$ cat src/rtl/riscv_pkg.sv
// Shared widths and requester identity for the register-file writeback path.
// No logic; constants and types only.
// No flow control.
package riscv_pkg;

    localparam int ADDR_WIDTH_DEF = 5;
    localparam int DATA_WIDTH_DEF = 32;

    typedef enum logic {
        REQ_ALU = 1'b0,
        REQ_LSU = 1'b1
    } req_e;

endpackage

$ cat src/rtl/rr_arb2.sv
// Two-way round-robin arbiter between the ALU and LSU writeback requesters.
// Grants are combinational from the valids; pointer updates on the clock edge.
// The pointer moves only on contested cycles, to the side that just lost.
module rr_arb2
    import riscv_pkg::*;
(
    input  logic clk,
    input  logic rst_n,
    input  logic alu_vld,
    input  logic lsu_vld,
    output logic alu_gnt,
    output logic lsu_gnt
);

    req_e prio_q;
    req_e prio_nxt;

    always_ff @(posedge clk or negedge rst_n) begin
        if (!rst_n) begin
            prio_q <= REQ_LSU;
        end else begin
            prio_q <= prio_nxt;
        end
    end

    always_comb begin
        prio_nxt = prio_q;
        if (alu_vld && lsu_vld) begin
            prio_nxt = (prio_q == REQ_LSU) ? REQ_ALU : REQ_LSU;
        end
    end

    always_comb begin
        alu_gnt = alu_vld && (!lsu_vld || (prio_q == REQ_ALU));
        lsu_gnt = lsu_vld && (!alu_vld || (prio_q == REQ_LSU));
    end

endmodule

$ cat src/rtl/regfile_wb_ctrl.sv
// Register-file writeback arbiter plus pending-write scoreboard for hazard detection.
// One-cycle latency from accepted transfer to registered write port.
// Ready is combinational; the losing requester is held off until its turn.
module regfile_wb_ctrl
    import riscv_pkg::*;
#(
    parameter int ADDR_WIDTH = ADDR_WIDTH_DEF,
    parameter int DATA_WIDTH = DATA_WIDTH_DEF
) (
    input  logic                       Clk,
    input  logic                       ResetN,
    input  logic                       AluValid,
    output logic                       AluReady,
    input  logic [ADDR_WIDTH-1:0]      AluAddr,
    input  logic [DATA_WIDTH-1:0]      AluData,
    input  logic                       LsuValid,
    output logic                       LsuReady,
    input  logic [ADDR_WIDTH-1:0]      LsuAddr,
    input  logic [DATA_WIDTH-1:0]      LsuData,
    output logic                       WrEn,
    output logic [ADDR_WIDTH-1:0]      WrAddr,
    output logic [DATA_WIDTH-1:0]      WrData,
    input  logic                       IssueValid,
    input  logic [ADDR_WIDTH-1:0]      IssueAddr,
    input  logic [ADDR_WIDTH-1:0]      RdAddr1,
    input  logic [ADDR_WIDTH-1:0]      RdAddr2,
    output logic                       Hazard1,
    output logic                       Hazard2,
    output logic [2**ADDR_WIDTH-1:0]   Busy
);

    localparam int NREG = 2**ADDR_WIDTH;

    logic                  alu_gnt;
    logic                  lsu_gnt;
    logic                  xfer;
    logic                  wr_commit;
    logic [ADDR_WIDTH-1:0] sel_addr;
    logic [DATA_WIDTH-1:0] sel_data;
    logic [NREG-1:0]       busy_q;
    logic [NREG-1:0]       busy_nxt;

    rr_arb2 u_arb (
        .clk     (Clk),
        .rst_n   (ResetN),
        .alu_vld (AluValid),
        .lsu_vld (LsuValid),
        .alu_gnt (alu_gnt),
        .lsu_gnt (lsu_gnt)
    );

    // Readies are masked while reset is held so nothing handshakes into a clearing pipeline.
    assign AluReady = alu_gnt & ResetN;
    assign LsuReady = lsu_gnt & ResetN;

    always_comb begin
        xfer      = AluReady | LsuReady;
        sel_addr  = LsuReady ? LsuAddr : AluAddr;
        sel_data  = LsuReady ? LsuData : AluData;
        wr_commit = xfer && (sel_addr != '0);
    end

    always_ff @(posedge Clk or negedge ResetN) begin
        if (!ResetN) begin
            WrEn   <= 1'b0;
            WrAddr <= '0;
            WrData <= '0;
        end else begin
            WrEn <= wr_commit;
            if (wr_commit) begin
                WrAddr <= sel_addr;
                WrData <= sel_data;
            end
        end
    end

    // Issue is applied after commit so a same-cycle set/clear on one register stays set.
    always_comb begin
        busy_nxt = busy_q;
        if (WrEn) begin
            busy_nxt[WrAddr] = 1'b0;
        end
        if (IssueValid) begin
            busy_nxt[IssueAddr] = 1'b1;
        end
        busy_nxt[0] = 1'b0;
    end

    always_ff @(posedge Clk or negedge ResetN) begin
        if (!ResetN) begin
            busy_q <= '0;
        end else begin
            busy_q <= busy_nxt;
        end
    end

    assign Busy    = busy_q;
    assign Hazard1 = busy_q[RdAddr1];
    assign Hazard2 = busy_q[RdAddr2];

endmodule

$ cat config.mk
export PLATFORM = sky130hd
export DESIGN_NAME = regfile_wb_ctrl
export DESIGN_NICKNAME = d
export VERILOG_FILES = /design/src/rtl/riscv_pkg.sv /design/src/rtl/rr_arb2.sv /design/src/rtl/regfile_wb_ctrl.sv
export SDC_FILE = /design/constraint.sdc
export NUM_CORES = 1
export LEC_CHECK = 0
export CAP_MARGIN = 0
export CELL_PAD_IN_SITES_DETAIL_PLACEMENT = 0
export CELL_PAD_IN_SITES_GLOBAL_PLACEMENT = 1
export CORE_MARGIN = 2
export CORE_UTILIZATION = 32
export CTS_CLUSTER_DIAMETER = 150
export CTS_CLUSTER_SIZE = 25
export DETAILED_ROUTE_END_ITERATION = 7
export PLACE_DENSITY_LB_ADDON = 0.1
export SLEW_MARGIN = 20
export SYNTH_ARGS = -nofsm -noshare
export SYNTH_HDL_FRONTEND = slang
export SYNTH_HIERARCHICAL = 1
export SYNTH_SLANG_ARGS = --single-unit
$ cat constraint.sdc
create_clock -name Clk -period 2.99 [get_ports Clk]
set_input_delay 0.4485 -clock Clk [delete_from_list [all_inputs] [get_ports Clk]]
set_output_delay 0.4485 -clock Clk [all_outputs]
set_load 0.1 [all_outputs]
---- After elaboration in Yosys (flattened, before gate mapping) ----
Index checks and enable logic that the tools add are counted.
word-level totals
  flip-flop bits (word level) ............. 70
  input port bits ......................... 94
cells by class
  $lt $le $gt $ge ......................... 6
  muxes and demuxes ....................... 13
  bitwise gates (word level) .............. 7
  reductions and logical operators ........ 11
operators with widths
  cell                                                 number
  2-to-1 mux 32 bit                                    3
  bitwise AND 32 bit                                   1
  NOT 32 bit                                           1
  OR 32 bit                                            1
  < comparator 5 x 6 -> 1 bit, second input constant   4
  binary-select mux 1 bit (select 5 bit)               2
  demux 1 bit (select 5 bit)                           2
  >= comparator 5 x 1 -> 1 bit, second input constant  2
  logical AND 1 bit                                    6
  2-to-1 mux 1 bit                                     5
  2-to-1 mux 5 bit                                     1
  nonzero test 5 bit                                   1
  bitwise AND 1 bit                                    2
  zero test 1 bit                                      2
  logical OR 1 bit                                     2
  NOT 1 bit                                            1
  OR 1 bit                                             1

---- Logic depth before layout (Yosys ltp) ----
  depth in word-level cells ............... 9
  depth in mapped cells ................... 8

---- Cells and area by module ----
The synthesis kept the hierarchy.
modules (own cells, without submodules)
  module           times used  cells an instance  area each (um2)
  regfile_wb_ctrl  1           331                3,861.2
  rr_arb2          1           6                  57.6

---- Worst setup path before layout ----
OpenSTA, ideal clock, no wires.
  path kind ............................... reg2out
  start point ............................. reg busy_q[7], in the netlist Busy[7]
  end point ............................... out Hazard1
  data arrival time ....................... 2.482 ns
  data required time ...................... 2.542 ns
  setup slack ............................. 0.060 ns
  cell stages (with the launch flop) ...... 5
  path buffers ............................ 0
  cells stage by stage .................... dfrtp_1 -> mux4_2 -> nand2b_1 -> o211ai_1 -> nand4_1
between the ends
  word-level cells in the longest chain between the ends .. 2
RTL lines
  what                                    line                   source
  start, declared                         regfile_wb_ctrl.sv:40  logic [NREG-1:0] busy_q;
  start signal, assigned                  regfile_wb_ctrl.sv:93  busy_q <= busy_nxt;
  binary-select mux 1 bit (select 5 bit)  regfile_wb_ctrl.sv:98  assign Hazard1 = busy_q[RdAddr1];
  2-to-1 mux 1 bit (not written as such)  regfile_wb_ctrl.sv:98
  end, declared                           regfile_wb_ctrl.sv:27  output logic Hazard1,
Every way passes these cells. The select of a mux whose other input is x is not followed.

---- Final worst setup path ----
  start point ............................. in RdAddr2[0]
  end point ............................... out Hazard2
between the ends
  word-level cells in the longest chain between the ends .. 2
RTL lines
  what                                    line                   source
  start, declared                         regfile_wb_ctrl.sv:26  input logic [ADDR_WIDTH-1:0] RdAddr2,
  binary-select mux 1 bit (select 5 bit)  regfile_wb_ctrl.sv:99  assign Hazard2 = busy_q[RdAddr2];
  2-to-1 mux 1 bit (not written as such)  regfile_wb_ctrl.sv:99
  end, declared                           regfile_wb_ctrl.sv:28  output logic Hazard2,
Every way passes these cells. The select of a mux whose other input is x is not followed.

==> impl_metrics.tcl <==
set metrics [dict create \
    power.ir.vdd_worst_v 0.0004550 \
    timing.clock.skew_ps 6.549 \
    number_of_failing_setup_endpoints_in_the_final_timing_report 0 \
    synth_largest_area_cell "dfrtp_1" \
    count_of_buffers_from_port_buffering 166 \
    coreArea_mm2 0.01196 \
    yosys_warnings 6 \
    power_density_mw_per_mm2 1229 \
    drt_iter0_drc 92 \
    report.final.hold_viol_count 0 \
    timing.final.crit_share_pct 92.96 \
    rsz_0062_raised_after_global_routing "false" \
    die_area_mm2 0.01315 \
    tritoncts "done" \
    post_cts_sizing_count 0 \
    cell_rows 40 \
    synth.cell_area_mm2 0.003919 \
    post_cts_hold_buffer_count 0 \
    worst_slew_margin_rel_pct 51.17 \
    cts.sinks 70 \
    cp-start-kind "input pin" \
    fin_hold_ws_ps 122.7 \
    synth.area.top_cells "dfrtp_1 44%, mux2_2 12%, mux2_4 10%, o21ai_0 8.0%, mux2i_1 5.4%" \
    antenna_left 0 \
    initial_utilization_pct 32.76 \
    max-cap-violations 0 \
    routed-via-count 3370 \
    cp_max_fo 7 \
    hpwl_after_dpl_um 9038 \
    yosys.cell_types.count 40 \
    grt_remaining_overflow 0 \
    globalplace.congestion 0.8056 \
    viasPerCell 5.137 \
    cts_post_setup_buffers_inserted 0 \
    syn2layout_area_growth_pct 50.61 \
    mappedNetlistNets 431 \
    finalSetupTns_ps 0 \
    timing.critical_path.arrival_ps 2330 \
    drt_pre_antenna_iters 4 \
    post_layout_util_pct 49.34 \
    design.final.nets 598 \
    number_of_global_route_vias_before_repair 3448 \
    maximum_frequency_from_static_timing_analysis_ghz 0.3598 \
    clk_transition_reported_paths_ps 50 \
    wirelength_um 11870 \
    post_drt_wl_per_cell_um 18.09 \
    insertion_delay_ps 330 \
    grt_pass1_wl_um 18220 \
    timing.critical_path.to_type "primary output" \
    dieHeight_um 114.7 \
    die_width_um 114.7 \
    antenna_cells_inserted 0 \
    netlist.area_leader.share_pct 44.06 \
    cts-root-to-sink-buffers 2 \
    power.leakage_nw 2.459 \
    number_of_standard_cells_after_synthesis 337 \
    report.final.slew_viol_count 0 \
    number_of_buffers_created_by_cts 9 \
    status "finished, final reports clean" \
    grt_use_total_pct 18.17 \
    synth.avg_cell_area_um2 11.63 \
    antenna_violations_before_repair 0 \
    ys_seq_elements 70 \
    cts.root.buffer_cell "clkbuf_16" \
    cts_max_level 3 \
    hold_path.class "in2async" \
    timing.setup.critical_path_class "in2out" \
    number_of_design_rule_violations_left_after_detail_routing 0 \
    layout-drive-gt1-share_pct 34.77 \
    worst_pin_slew_ps 732.4 \
    grt_max_degree 58 \
    final_period_minus_worst_setup_slack_ps 2780 \
    num_io_pins 168 \
    timing.critical_path.required_ps 2540 \
    seq_area_frac_synth_pct 44.73 \
]
## area by class of cell
| cell class | count | area (um2) |
|---|---|---|
| Timing Repair Buffer | 172 | 1584 |
| Tap cell | 147 | 183.9 |
| Inverter | 6 | 22.52 |
| Clock inverter | 4 | 45.04 |
| Multi-Input combinational cell | 245 | 2057 |
| Fill cell | 1115 | 6060 |
| Sequential cell | 70 | 1753 |
| Clock buffer | 12 | 256.5 |
## registers in the layout, indices dropped and copies added, names as in the netlist
| name | flops |
|---|---|
| Busy | 31 |
| WrAddr | 5 |
| WrData | 32 |
| WrEn | 1 |
| u_arb/prio_q | 1 |
## logic make-up after synthesis
group,synth area share [%]
DFF,44.73
buffers and inverters,2.778
other,0.09569
xor gates and xnor gates,0.2235
muxes,30.94
AOI/OAI and AO/OA,12.55
and+or+nand+nor,8.685
## worst max-delay path: stages
cell	delay, ps
clkdlybuf4s50_1	690
mux4_2	550
nand2b_1	160
o211ai_1	110
nand4_1	170
buf_12	210
## Yosys cell counts
master	instances
a211oi_1	2
a211oi_4	1
a21boi_0	1
a21boi_1	1
a21oi_1	8
a22oi_1	4
and2_1	1
buf_1	2
buf_4	1
buf_6	3
clkbuf_1	10
conb_1	1
dfrtp_1	69
dfstp_2	1
inv_1	5
inv_2	1
mux2_2	41
mux2_4	27
mux2i_1	21
mux4_2	6
nand2_1	8
nand2_2	1
nand2b_1	4
nand3_1	15
nand3b_1	8
nand4_1	2
nor2_1	10
nor2b_1	4
nor3_2	1
nor4_1	1
o2111ai_1	2
o211ai_1	2
o21ai_0	63
o22ai_1	1
o2bb2ai_1	1
o41ai_1	1
or3_1	2
or3b_2	3
or4_1	1
xnor2_1	1
## per-stage QoR
stage / power [mW] / instance area, um2 / worst slack, ps / std cells
after floorplan: 5.103 / 3919 / 59.60 / 337
after global placement: 6.195 / 5600 / 174.0 / 640
after detailed placement: 6.217 / 5600 / 107.1 / 640
after CTS: 7.309 / 5902 / 179.4 / 656
after global routing: 7.541 / 5902 / 90.60 / 656
final: 7.256 / 5902 / 210.5 / 656
## worst paths after layout
path                                endpoint    startpoint  depth (start not counted)  slack [ps]
worst max-delay path                 Hazard2    RdAddr2[0]                          6         210
worst min-delay path                 Busy[5]        ResetN                          2         120
worst max register to register    WrData[27]  u_arb/prio_q                          8         670
worst min register to register  u_arb/prio_q  u_arb/prio_q                          1         500
max in group asynchronous         WrData[12]        ResetN                          3        1880
min in group Clk                u_arb/prio_q  u_arb/prio_q                          1         500
## cells in the final DEF (no fill, tap or decap), drive strengths merged, types with 3 or more instances in the layout
cell | synthesis | final
or3b | 3 | 3
mux2i | 21 | 21
a22oi | 4 | 4
mux4 | 6 | 6
a211oi | 3 | 3
nand3 | 15 | 15
a21oi | 8 | 8
nand3b | 8 | 8
clkinv | 0 | 3
clkdlybuf4s50 | 0 | 92
nor2 | 10 | 10
mux2 | 68 | 68
inv | 6 | 6
o21ai | 63 | 63
nand2b | 4 | 4
nand2 | 9 | 9
dfrtp | 69 | 69
nor2b | 4 | 4
buf | 6 | 80
clkbuf | 10 | 12
## report_power, final
group | internal [mW] | switching, mW | total (mW)
Combinational | 1.11 | 3.37 | 4.48
Sequential | 1.32 | 0.381 | 1.70
Clock | 0.687 | 0.385 | 1.07
## routing by layer
| layer | up-vias | share of wire (%) | track usage, % |
|---|---|---|---|
| met3 | 17 | 9.6 | 6.882 |
| li1 | 1592 | - | - |
| met4 | 0 | 2.1 | 7.967 |
| met1 | 1625 | 41 | 21.67 |
| met2 | 136 | 48 | 29.23 |
| met5 | - | 0 | 0 |
Power figures use the tool's default switching activity.
